$ cat src/rtl/cq_viola_sysid_rdseq.sv
// cq_viola_sysid_rdseq: one Avalon-MM read with strobe hold, read latency and stall timeout
module cq_viola_sysid_rdseq #(
  parameter int READ_LATENCY   = 0,
  parameter int TIMEOUT_CYCLES = 255
) (
  input  logic clock,
  input  logic reset_n,
  input  logic launch,
  input  logic addr_sel,
  input  logic waitrequest,
  output logic avm_read,
  output logic avm_address,
  output logic accept,
  output logic capture,
  output logic abort
);
  localparam logic [2:0]  LAST = 3'(READ_LATENCY == 0 ? 0 : READ_LATENCY - 1);
  localparam logic [15:0] TMAX = 16'(TIMEOUT_CYCLES - 1);
  logic        lat_q;
  logic [2:0]  lcnt;
  logic [15:0] tcnt;
  always_comb begin
    accept  = avm_read & ~waitrequest;
    abort   = avm_read & waitrequest & (tcnt == TMAX);
    capture = (READ_LATENCY == 0) ? accept : (lat_q & (lcnt == LAST));
  end
  always_ff @(posedge clock or negedge reset_n)
    if (!reset_n) begin
      avm_read    <= 1'b0;
      avm_address <= 1'b0;
      lat_q       <= 1'b0;
      lcnt        <= '0;
      tcnt        <= '0;
    end else if (launch) begin
      avm_read    <= 1'b1;
      avm_address <= addr_sel;
      tcnt        <= '0;
    end else if (avm_read) begin
      avm_read <= ~(accept | abort);
      lat_q    <= accept & (READ_LATENCY != 0);
      lcnt     <= '0;
      tcnt     <= tcnt + 16'(waitrequest);
    end else if (lat_q) begin
      lat_q <= ~capture;
      lcnt  <= lcnt + 3'd1;
    end
endmodule

$ cat config.mk
export PLATFORM = sky130hd
export DESIGN_NAME = cq_viola_sysid_rdseq
export DESIGN_NICKNAME = d
export VERILOG_FILES = /design/src/rtl/cq_viola_sysid_rdseq.sv
export SDC_FILE = /design/constraint.sdc
export NUM_CORES = 1
export LEC_CHECK = 0
export CAP_MARGIN = 20
export CORE_MARGIN = 2
export CORE_UTILIZATION = 55
export DETAILED_ROUTE_END_ITERATION = 7
export PLACE_DENSITY = 0.78
export SYNTH_ARGS = -nofsm -noshare
export SYNTH_HDL_FRONTEND = slang
export SYNTH_SLANG_ARGS = --single-unit
$ cat constraint.sdc
create_clock -name clock -period 4.8 [get_ports clock]
set_clock_uncertainty 0.2 [all_clocks]
set_input_delay 0.96 -clock clock [delete_from_list [all_inputs] [get_ports clock]]
set_output_delay 0.96 -clock clock [all_outputs]
set_load 0.03 [all_outputs]
==> flow_summary.json <==
{
  "nets": 106,
  "switching_share_pct": 24.0,
  "grt_pass1_wl_mm": 2.75,
  "cts.sinks": 18,
  "synthDistinctLibCells": 28,
  "wirelength_mm": 1.60,
  "syn_area_per_cell_um2": 10.3,
  "relSlewSlack_pct": 47.9,
  "worst_slack_ps": 1210,
  "synth.yosys.seq_area_share_pct": 48.1,
  "ant_nets": 0,
  "cts_buffers": 3,
  "worstHoldPathType": "reg2reg",
  "antenna_found_initial": 0,
  "dp_slack_ps": 1250,
  "pwr-share-seq_pct": 56.2,
  "status": "finished, final reports clean",
  "critPathCaptureType": "output pin",
  "ioPinCount": 10,
  "rsz0062_at_grt": "no",
  "dp_cells": 110,
  "clk_path_buf_depth": 2,
  "grt_max_degree": 21,
  "worstSetupPathType": "reg2out",
  "p_leak_nw": 0.470,
  "cp.required_ps": 3640,
  "wire_per_inst_um": 14.0,
  "finalSetupTns_ps": 0,
  "synth_area_um2": 936,
  "drt-met1-wl_um": 726,
  "crit_arrival_ps": 2430,
  "whs_path_depth": 1,
  "power_density_nw_per_um2": 268,
  "drive_gt1_share_pct": 8.16,
  "grt_pass1_vias": 662,
  "gp_congestion": 0.762,
  "utilization_pct": 66.9,
  "drtIter0Drc": 3,
  "synth_warnings": 0,
  "cts.root.buffer_cell": "clkbuf_4",
  "synth_top_area_share_pct": 48.1,
  "grt_usage_pct": 18.7,
  "fin_total_pwr_mw": 0.280,
  "num_antenna_cells": 0,
  "instances_no_fill": 114,
  "syn_inst": 91,
  "netlist_top_cells_area": "dfrtp_1, xor2_1, nor2_1",
  "core_area_um2": 1560,
  "worstMarginPinSlew_ps": 779,
  "place_area_um2": 1010,
  "wl_met2_um": 808,
  "die-area_um2": 2050,
  "dieHeight_um": 45.3,
  "met3WireLength_um": 42,
  "hold-worst-slack_ps": 325,
  "numPortBuffers": 9,
  "post-route-period-util_pct": 74.8,
  "p_int_mw": 0.213,
  "viasPerCell": 5.86,
  "start_kind": "flop",
  "hold_violations": 0,
  "hpwl_mm": 1.09,
  "cap_violations": 0,
  "post-cts-setup-buffers": 0,
  "ff2ff_path_depth": 6,
  "drcViolationCount": 0,
  "finalCriticalPeriod_ps": 3590,
  "area_growth_pct": 11.5,
  "ys_seq_elements": 18,
  "cts_hold_buf": 0,
  "htreeDepth": 1,
  "num_vias": 668,
  "syn-num-nets": 98,
  "first_pass_iters": 3,
  "drv_slew": 0,
  "synth_largest_area_cell": "dfrtp_1",
  "worstSkewPairLatency_ps": 300,
  "vdd_drop_max_v": 0.000214,
  "finalSetupViolations": 0,
  "cts_tree": "yes",
  "p_sw_mw": 0.0671,
  "dieWidth_um": 45.3,
  "final_cell_area_um2": 1040,
  "clk_pin_slew_ps": 100,
  "initial_core_util_pct": 60.0,
  "fillCellCount": 135,
  "rows": 14,
  "grt_overflow": 0,
  "comb_power_share_pct": 9.8,
  "fmax_mhz": 278,
  "highest_layer": "met4",
  "clock_power_share_pct": 34.0,
  "cp_max_fo": 5,
  "cts_resized": 0
}
==> logic make-up after synthesis <==
logic type,after synthesis,synth area share (%)
flip-flops,18,48.1
AND/OR/NAND/NOR,42,25.1
adder cells (fa/ha/maj),2,2.67
multiplexers,3,3.34
AO/OA/AOI/OAI,9,6.28
XOR/XNOR,11,10.3
buffers and inverters,6,4.14
==> worst max-delay path, stage by stage (launching register included) <==
cell and delay (ps):
dfrtp_1 440, or4_1 550, nor4_2 130, and4_1 240, and2b_1 120, clkdlybuf4s50_1 660
==> metal layers <==
metal  GRT usage, %  up-vias
met5              0        -
met3           2.40        2
met1           23.4      325
met4           7.06        0
li1               -      332
met2           32.6        9
==> Yosys cell counts <==
| library cell | count |
|---|---|
| a21oi_1 | 3 |
| and2_1 | 1 |
| and2b_1 | 1 |
| and3_1 | 1 |
| and4_1 | 3 |
| buf_2 | 1 |
| buf_4 | 4 |
| clkbuf_1 | 1 |
| dfrtp_1 | 18 |
| ha_1 | 2 |
| mux2_2 | 1 |
| mux2i_1 | 2 |
| nand2_1 | 6 |
| nand3_1 | 2 |
| nand3_2 | 2 |
| nand4_1 | 6 |
| nor2_1 | 13 |
| nor2b_1 | 1 |
| nor3_1 | 1 |
| nor4_2 | 1 |
| o2111a_1 | 1 |
| o211a_1 | 1 |
| o21ai_0 | 3 |
| o21bai_1 | 1 |
| or3_1 | 3 |
| or4_1 | 1 |
| xnor2_1 | 1 |
| xor2_1 | 10 |
==> sequential cells by signal, indices dropped and copies added (netlist names) <==
register     cells
avm_read         1
tcnt            16
avm_address      1
==> cell type report <==
type,instances,area [um^2],share of cell area [%]
Sequential cell,18,450,43.2
Multi-Input combinational cell,67,447,42.8
Timing Repair Buffer,9,90.1,8.63
Clock buffer,4,36.3,3.48
Tap cell,16,20.0,1.92
==> cell usage in the layout (no fill, tap or decap) <==
cell type        Yosys  layout
o21bai_1             1       1
or4_1                1       1
xnor2_1              1       1
clkbuf_4             0       3
mux2_2               1       1
nand4_1              6       6
clkbuf_8             0       1
nor2b_1              1       1
nand3_1              2       2
clkdlybuf4s50_1      0       9
nand2_1              6       6
xor2_1              10      10
or3_1                3       3
and2_1               1       1
nand3_2              2       2
mux2i_1              2       2
dfrtp_1             18      18
and2b_1              1       1
a21oi_1              3       3
nor2_1              13      13
o211a_1              1       1
o2111a_1             1       1
nor3_1               1       1
nor4_2               1       1
ha_1                 2       2
and4_1               3       3
o21ai_0              3       3
and3_1               1       1
==> path summary, 6_finish.rpt <==
| path | start | to | slack (ps) |
|---|---|---|---|
| hold / removal | avm_address$_DFFE_PN0P_ | avm_address$_DFFE_PN0P_ | 330 |
| hold reg to reg | avm_address$_DFFE_PN0P_ | avm_address$_DFFE_PN0P_ | 330 |
| min in group asynchronous | reset_n | avm_read$_DFF_PN0_ | 900 |
| setup reg to reg | tcnt[0]$_DFFE_PN0P_ | tcnt[14]$_DFFE_PN0P_ | 2890 |
| max in group asynchronous | reset_n | tcnt[8]$_DFFE_PN0P_ | 3010 |
| setup / recovery | tcnt[12]$_DFFE_PN0P_ | abort | 1210 |
==> power groups by stage <==
stage | clock network, mW | logic [mW] | registers (mW)
after detailed placement | 0 | 0.0278 | 0.160
final | 0.0952 | 0.0273 | 0.157
after global routing | 0.101 | 0.0303 | 0.158
after floorplan | 0 | 0.0146 | 0.162
after CTS | 0.0969 | 0.0279 | 0.158
after global placement | 0 | 0.0272 | 0.160
Note: power is estimated with default switching activity, not from simulation.
